## config.mk

```make
export PLATFORM = sky130hd
export DESIGN_NAME = uart_tx_fifo
export DESIGN_NICKNAME = d
export VERILOG_FILES = /design/src/rtl/uart_tx_fifo.sv
export SDC_FILE = /design/constraint.sdc
export NUM_CORES = 1
export LEC_CHECK = 0
export ABC_AREA = 0
export CORE_UTILIZATION = 62
export DETAILED_ROUTE_END_ITERATION = 16
export PLACE_DENSITY_LB_ADDON = 0.3
export SYNTH_ARGS = -nofsm -noshare
export SYNTH_HDL_FRONTEND = slang
export SYNTH_SLANG_ARGS = --single-unit
```

## constraint.sdc

```tcl
create_clock -name clk -period 6.57 [get_ports clk]
set_clock_uncertainty 0.1 [all_clocks]
set_input_delay 1.314 -clock clk [delete_from_list [all_inputs] [get_ports clk]]
set_output_delay 1.314 -clock clk [all_outputs]
set_load 0.02 [all_outputs]
```

## src/rtl/uart_tx_fifo.sv

```systemverilog
// UART transmitter fed by a small power-of-two FIFO.
// Frame: start, DATA_BITS LSB first, optional parity, 1 or 2 stop bits; baud divisor latched per frame.
module uart_tx_fifo #(
    parameter int unsigned DATA_BITS  = 8,
    parameter int unsigned FIFO_DEPTH = 4,
    parameter int unsigned DIV_W      = 16,
    parameter int unsigned PARITY_EN  = 0,
    parameter int unsigned PARITY_ODD = 0,
    parameter int unsigned STOP_BITS  = 1
) (
    input  logic                            clk,
    input  logic                            rst_n,
    input  logic [DIV_W-1:0]                divisor,
    input  logic                            wr_en,
    input  logic [DATA_BITS-1:0]            wr_data,
    output logic                            full,
    output logic                            empty,
    output logic [$clog2(FIFO_DEPTH):0]     count,
    output logic                            busy,
    output logic                            overflow,
    input  logic                            clr_overflow,
    output logic                            tx
);

    localparam int unsigned AW = $clog2(FIFO_DEPTH);
    localparam int unsigned CW = $clog2(FIFO_DEPTH) + 1;
    localparam int unsigned BW = 4;

    typedef enum logic [2:0] {IDLE, START, DATA, PARITY, STOP} state_e;

    state_e               state_q, state_d;
    logic [DATA_BITS-1:0] mem_q [FIFO_DEPTH];
    logic [AW-1:0]        wr_ptr_q, wr_ptr_d;
    logic [AW-1:0]        rd_ptr_q, rd_ptr_d;
    logic [CW-1:0]        count_q, count_d;
    logic                 full_q, full_d;
    logic                 empty_q, empty_d;
    logic                 ovf_q, ovf_d;
    logic [DIV_W-1:0]     div_q, div_d;
    logic [DIV_W-1:0]     baud_q, baud_d;
    logic [DATA_BITS-1:0] shreg_q, shreg_d;
    logic                 par_q, par_d;
    logic [BW-1:0]        bitcnt_q, bitcnt_d;
    logic                 tx_q, tx_d;
    logic                 busy_q, busy_d;
    logic                 push_c, pop_c, baud_end_c;

    // State and datapath registers
    always_ff @(posedge clk) begin
        if (!rst_n) begin
            state_q  <= IDLE;
            wr_ptr_q <= '0;
            rd_ptr_q <= '0;
            count_q  <= '0;
            full_q   <= 1'b0;
            empty_q  <= 1'b1;
            ovf_q    <= 1'b0;
            div_q    <= '0;
            baud_q   <= '0;
            shreg_q  <= '0;
            par_q    <= 1'b0;
            bitcnt_q <= '0;
            tx_q     <= 1'b1;
            busy_q   <= 1'b0;
        end else begin
            state_q  <= state_d;
            wr_ptr_q <= wr_ptr_d;
            rd_ptr_q <= rd_ptr_d;
            count_q  <= count_d;
            full_q   <= full_d;
            empty_q  <= empty_d;
            ovf_q    <= ovf_d;
            div_q    <= div_d;
            baud_q   <= baud_d;
            shreg_q  <= shreg_d;
            par_q    <= par_d;
            bitcnt_q <= bitcnt_d;
            tx_q     <= tx_d;
            busy_q   <= busy_d;
        end
    end

    // FIFO storage needs no reset; occupancy is tracked by count_q
    always_ff @(posedge clk) begin
        if (push_c) begin
            mem_q[wr_ptr_q] <= wr_data;
        end
    end

    // Next-state, FIFO bookkeeping and serial output
    always_comb begin
        state_d    = state_q;
        wr_ptr_d   = wr_ptr_q;
        rd_ptr_d   = rd_ptr_q;
        count_d    = count_q;
        ovf_d      = ovf_q;
        div_d      = div_q;
        baud_d     = baud_q;
        shreg_d    = shreg_q;
        par_d      = par_q;
        bitcnt_d   = bitcnt_q;
        tx_d       = tx_q;
        pop_c      = 1'b0;
        push_c     = 1'b0;
        baud_end_c = (baud_q == '0);

        if (state_q != IDLE) begin
            baud_d = baud_end_c ? div_q : baud_q - 1'b1;
        end

        case (state_q)
            IDLE: begin
                pop_c = (count_q != '0);
            end
            START: begin
                if (baud_end_c) begin
                    state_d  = DATA;
                    bitcnt_d = '0;
                    tx_d     = shreg_q[0];
                end
            end
            DATA: begin
                if (baud_end_c) begin
                    if (bitcnt_q == BW'(DATA_BITS - 1)) begin
                        bitcnt_d = '0;
                        if (PARITY_EN != 0) begin
                            state_d = PARITY;
                            tx_d    = par_q;
                        end else begin
                            state_d = STOP;
                            tx_d    = 1'b1;
                        end
                    end else begin
                        bitcnt_d = bitcnt_q + 1'b1;
                        shreg_d  = shreg_q >> 1;
                        tx_d     = shreg_q[1];
                    end
                end
            end
            PARITY: begin
                if (baud_end_c) begin
                    state_d = STOP;
                    tx_d    = 1'b1;
                end
            end
            STOP: begin
                if (baud_end_c) begin
                    if (bitcnt_q == BW'(STOP_BITS - 1)) begin
                        if (count_q != '0) begin
                            pop_c = 1'b1;
                        end else begin
                            state_d = IDLE;
                            tx_d    = 1'b1;
                        end
                    end else begin
                        bitcnt_d = bitcnt_q + 1'b1;
                    end
                end
            end
            default: begin
                state_d = IDLE;
                tx_d    = 1'b1;
            end
        endcase

        // Loading a frame: head entry into the shifter, divisor latched for the whole frame
        if (pop_c) begin
            shreg_d  = mem_q[rd_ptr_q];
            par_d    = (^mem_q[rd_ptr_q]) ^ 1'(PARITY_ODD);
            div_d    = divisor;
            baud_d   = divisor;
            bitcnt_d = '0;
            state_d  = START;
            tx_d     = 1'b0;
            rd_ptr_d = rd_ptr_q + 1'b1;
        end

        push_c = wr_en && ((count_q != CW'(FIFO_DEPTH)) || pop_c);
        if (push_c) begin
            wr_ptr_d = wr_ptr_q + 1'b1;
        end

        case ({push_c, pop_c})
            2'b10:   count_d = count_q + 1'b1;
            2'b01:   count_d = count_q - 1'b1;
            default: count_d = count_q;
        endcase

        if (wr_en && !push_c) begin
            ovf_d = 1'b1;
        end else if (clr_overflow) begin
            ovf_d = 1'b0;
        end

        full_d  = (count_d == CW'(FIFO_DEPTH));
        empty_d = (count_d == '0);
        busy_d  = (state_d != IDLE);
    end

    assign full     = full_q;
    assign empty    = empty_q;
    assign count    = count_q;
    assign busy     = busy_q;
    assign overflow = ovf_q;
    assign tx       = tx_q;

endmodule

```

# [Yosys cells after proc, flatten, opt, wreduce, memory -nomap -nowiden]
# Memories as Yosys holds them, arrays and structs flattened. A register that Yosys moved wholly into a read port is not among the register bits.
# Index checks and enable logic that the tools add are counted.
[word_totals] ff_bits=59 mem_bits_rw=32 input_bits=28 out_inout_bits=8 wordCells=104 memories=1
[memory_table] memory="mem_q" depth=4 word_bits=8 rd=1 rd_ports_with_merged_regs=1 write_ports=1 line_no="32" source="logic [DATA_BITS-1:0] mem_q [FIFO_DEPTH];"
[classes] addsub=6 eq_ne=21 mux=42 bitwise_logic=1 n_reduce_logical=20
[ops] op="2-to-1 mux 16 bit" n=3
[ops] op="2-to-1 mux 8 bit" n=4
[ops] op="2-to-1 mux 3 bit" n=8
[ops] op="inequality test 3 bit (second input constant)" n=7
[ops] op="2-to-1 mux 4 bit" n=5
[ops] op="logical NOT 16 bit" n=1
[ops] op="subtractor 16 x 1 -> 16 bit (second input constant)" n=1
[ops] op="2-to-1 mux 1 bit" n=15
[ops] op="one-hot mux 3 bit (5 select lines)" n=1
[ops] op="inequality test 2 bit (second input constant)" n=6
[ops] op="one-hot mux 4 bit (3 select lines)" n=1
[ops] op="nonzero test 3 bit" n=4
[ops] op="nonzero test 2 bit" n=4
[ops] op="AND reduction 7 bit" n=1
[ops] op="== test 3 x 2 -> 1 bit (second input constant)" n=2
[ops] op="== test 3 bit (second input constant)" n=2
[ops] op="logical NOT 3 bit" n=2
[ops] op="one-hot mux 3 bit (2 select lines)" n=1
[ops] op="one-hot mux 1 bit (5 select lines)" n=1
[ops] op="AND reduction 5 bit" n=1
[ops] op="adder 2 x 1 -> 2 bit (second input constant)" n=2
[ops] op="adder 4 x 1 -> 4 bit (second input constant)" n=1
[ops] op="== test 4 x 3 -> 1 bit (second input constant)" n=1
[ops] op="logical NOT 4 bit" n=1
[ops] op="other kinds (13)" n=15

# [Longest topological paths before layout]
[depth] word_depth=10 depth_mapped=14 depth_no_buf=13

# [Least setup slack after synthesis]
# Ideal clock, no wire load.
[synth_timing] path_type="register -> register" from="register baud_q[0]" to="register full_q, in the netlist full" setup_time_ns=0.080 t_arrival_ns=2.926 required_ns=6.390 path_slack_ns=3.464 stages_incl_launch_ff=15 path_buffers=1 period_less_slack_ns=3.106 cell_sequence="dfxtp_1 -> inv_1 -> ha_1 -> nor4b_4 -> nand4_2 -> o21ai_4 -> and2_1 -> buf_4 -> nand2b_1 -> fa_1 -> nor2b_1 -> o211ai_1 -> a21boi_0 -> o221ai_1 -> nor3b_1"
[synth_between] elab_chain_len=8 elab_cells_between_ends=9 classes_between="eq/ne: 3; mux: 3; reduce/logical: 3"
[synth_lines] element="from (decl)" line_no="40" source="logic [DIV_W-1:0] baud_q, baud_d;"
[synth_lines] element="from (signal assigned)" line_no="74" source="baud_q <= baud_d;"
[synth_lines] element="logical NOT 16 bit *" line_no="105" source="baud_end_c = (baud_q == '0);"
[synth_lines] element="2-to-1 mux 1 bit *" line_no="147" source="if (baud_end_c) begin"
[synth_lines] element="one-hot mux 1 bit (2 select lines) *" line_no="111" source="case (state_q)"
[synth_lines] element="logical OR 1 bit" line_no="178" source="push_c = wr_en && ((count_q != CW'(FIFO_DEPTH)) || pop_c);"
[synth_lines] element="logical AND 1 bit" line_no="178"
[synth_lines] element="== test 2 x 1 -> 1 bit / == test 2 bit (equally long branches)" line_no="183" source="case ({push_c, pop_c})"
[synth_lines] element="one-hot mux 3 bit (2 select lines) *" line_no="183"
[synth_lines] element="== test 3 bit *" line_no="195" source="full_d = (count_d == CW'(FIFO_DEPTH));"
[synth_lines] element="to (signal assigned)" line_no="70" source="full_q <= full_d;"
[synth_lines] element="to (decl)" line_no="36" source="logic full_q, full_d;"
# Mark *: on every way between the ends. The rest lies on a longest branch, timed or not.
# A chain may end at the register's enable or synchronous reset.

# [Final worst setup path]
# Same ends and word-level chain as after synthesis.

==> impl_metrics.toml <==
[timing]
rsz0062_at_grt = "false"
hold_viol_final = 0
finalCriticalPeriod_ns = 4.50
relSlewSlack_pct = 24.2
worst_pin_slew_ns = 1.14
setup_viol = 0
min_period_over_period_pct = 68.5
maxSlewViolCount = 0
finalSetupTns_ns = 0
fmax_mhz = 222
whs_ns = 0.360

[synth]
synth.avg_cell_area_um2 = 9.91
ys_warn_count = 0
muxShareOfSynthArea_pct = 5.45
ys_ff_latch = 93
yosys.area_share.simple_pct = 19.8
syn_inst = 447
synth_compound_area_share_pct = 17.2
yosysUniqueCellTypes = 64
async_flop_share_pct = 0
yosys.area_share.adder_pct = 2.43
synth_fp_nets = 483
synth_top_family_by_area = "simple AND/OR/NAND/NOR gates"
synthXorXnorAreaFrac_pct = 1.78
synth_area_um2 = 4430
ys_seq_area_share_pct = 49.3
synth_edf_count = 32
synth_ff_type = "dfxtp_1"

[cts]
ctsHtreeMaxLevel = 3
clkSlewWorstSetupHoldPaths_ns = 0.09
root_buffer = "clkbuf_8"
cts_tree = "yes"
clk_latency_ns = 0.37
cts_resized = 0
postCtsSetupBuffers = 0
clockBufferDepth = 2
holdBufCountCts = 0
cts.sinks = 93
cts_made_buffers = 9

[worst_setup_path]
cp_data_arrival_time_ns = 4.69
reg2regPathDepth = 13
cpMaxStageDelayCell = "and2_1"
cp.required_ns = 6.76
critical_path.max_fanout = 27
critPathCaptureType = "flip-flop"
path_class = "reg2reg"
start_kind = "flip-flop"
reg2reg_from = "baud_q[0]$_SDFFE_PN0P_"
r2r_end = "full$_SDFF_PN0_"
worst-r2r-setup-slack_ns = 2.07
cp_cell_sequence = "inv_1 -> ha_1 -> nor4b_4 -> nand4_2 -> o21ai_4 -> and2_1 -> nand2b_1 -> fa_1 -> nor2b_1 -> o211ai_1 -> a21boi_0 -> o221ai_1 -> nor3b_1"
max_stage_delay_ns = 0.97

[global_route]
grt_max_degree = 39
overflow = 0
grt_use_total_pct = 27.0
grt_pass1_wl_um = 15500
grt_pass1_vias = 3191
antenna_found_initial = 0

[worst_hold_path]
min-delay-start = "div_q[7]$_SDFFE_PN0P_"
min_path_type = "reg2reg"
hold-path-cell-count = 2
hold_path_end = "div_q[7]$_SDFFE_PN0P_"

[routing]
drtAntennaViolNets = 0
drc = 0
vias_per_cell = 6.13
first_pass_iters = 5
routed_wirelength_um = 9290
wire_per_inst_um = 16.4
vias = 3471
drt_iter0_drc = 262

[die]
std_cell_rows = 30
initial_core_util_pct = 64.8
die_h_um = 86.5
dieArea_um2 = 7490
ios = 36
fp.dieW_um = 86.5
placeableCoreArea_um2 = 6830

[pwr]
powerDensity_nw_per_um2 = 460
p_leak_nw = 1.67
p_total_w = 0.00228
peakVddDrop_uv = 263

[finish]
insertedDiodeCount = 0
area_growth_pct = 11.8
final_core_util_pct = 72.5
drive_gt1_share_pct = 8.30
fin_area_um2 = 4950
nNetsFinal = 501

[job]
cap_violations = 0

[place]
dpl_cell_area_um2 = 4780
port_buffers = 35
routabilityCongestion = 0.845
post-dp-hpwl_um = 6300

[run_status]
status = "complete, no violations"
==> final cells by class <==
| cell class | instances | area, um2 |
|---|---|---|
| tap | 96 | 120 |
| multi-input combinational | 313 | 2070 |
| timing repair buffer | 37 | 365 |
| fill | 501 | 1880 |
| sequential | 93 | 2180 |
| clock inverter | 6 | 46.3 |
| inverter | 11 | 41.3 |
| clock buffer | 10 | 128 |
==> logic make-up (layout without fill, tap and decap cells) <==
logic type,Yosys count,after routing
simple gates,163,163
compound gates,119,119
flops,93,93
buf+inv,41,64
xor+xnor,9,9
mux,14,14
fa+ha+maj,8,8
==> sequential cells by signal (all words and copies together) (netlist names), named ones only <==
| register | count |
|---|---|
| rd_ptr_q | 2 |
| wr_ptr_q | 2 |
| full | 1 |
| empty | 1 |
| mem_q | 32 |
| state_q | 3 |
| div_q | 16 |
| overflow | 1 |
| busy | 1 |
| tx | 1 |
| bitcnt_q | 4 |
| shreg_q | 8 |
| count | 3 |
| baud_q | 16 |
==> stage by stage <==
stage	instances	setup WS, ns
floorplan	447	3.46
global placement	550	2.36
detailed placement	550	2.15
CTS	566	2.11
global route	566	1.76
finish	566	2.07
==> power by group <==
group | total (W) | internal [W] | switching, W | leakage [nW]
Combinational | 0.00105 | 0.000426 | 0.000626 | 0.797
Clock | 0.000347 | 0.000140 | 0.000207 | 0.0833
Sequential | 0.000880 | 0.000737 | 0.000144 | 0.794
==> cells in the final DEF, fill, tap and decap left out, types with 3 or more instances in the layout <==
cell type,synthesis,final
nor2_1,36,36
nand3_1,9,9
nand4_1,3,3
nand2b_1,5,5
and2_1,7,7
clkdlybuf4s50_1,0,35
o31a_1,3,3
nor3b_1,3,3
a22oi_1,7,7
xor2_1,3,3
nor3_1,8,8
mux2i_1,5,5
nor2b_1,5,5
or3_1,7,7
clkbuf_8,0,9
nand2_1,54,54
xnor2_1,6,6
or2_2,4,4
a21oi_1,37,37
inv_1,11,11
o21ai_0,20,20
mux4_2,8,8
dfxtp_1,61,61
edfxtp_1,32,32
nor4_1,4,4
or4_1,4,4
o21a_1,4,4
o211ai_1,12,12
ha_1,7,7
a31oi_1,13,13
==> synth_stat cells (6+ instances only) <==
library cell   n  area share [%]
inv_1         11            0.93
edfxtp_1      32              22
nand3_1        9             1.0
and2_1         7            0.99
mux4_2         8             4.1
xnor2_1        6             1.2
nand2_1       54             4.6
nor3_1         8            0.90
clkbuf_1      22             1.9
o21ai_0       20             2.3
or3_1          7            0.99
a22oi_1        7             1.2
o211ai_1      12             2.0
a31oi_1       13             1.8
ha_1           7             2.0
a21oi_1       37             4.2
dfxtp_1       61              28
nor2_1        36             3.1
==> worst max path at each step <==
| stage | slack (ns) | start | end | cells past startpoint |
|---|---|---|---|---|
| 3_3_place_gp | 2.36 | baud_q[0]$_SDFFE_PN0P_ | empty$_SDFF_PN1_ | 13 |
| 6_report | 2.07 | baud_q[0]$_SDFFE_PN0P_ | full$_SDFF_PN0_ | 13 |
| 5_1_grt | 1.76 | baud_q[0]$_SDFFE_PN0P_ | empty$_SDFF_PN1_ | 13 |
| 4_1_cts | 2.11 | baud_q[0]$_SDFFE_PN0P_ | full$_SDFF_PN0_ | 13 |
| 3_5_place_dp | 2.15 | baud_q[0]$_SDFFE_PN0P_ | empty$_SDFF_PN1_ | 13 |
| 2_1_floorplan | 3.46 | baud_q[0]$_SDFFE_PN0P_ | full$_SDFF_PN0_ | 14 |
==> layer usage <==
layer  track usage, %  part of all wire, %
met5                0                    0
met4             9.09                  1.4
met1             35.7                   43
met3             5.62                  5.2
met2             44.5                   50
==> worst max-delay path, delay by kind of cell, from the launching register on <==
family / cells / cell delay, ns
buffers and inverters: 1 / 0.09
adders and majority gates: 2 / 0.67
and+or+nand+nor: 6 / 2.15
AOI/OAI and AO/OA: 4 / 1.04
DFF: 1 / 0.37
No activity file was read; power rests on OpenSTA's default activity.
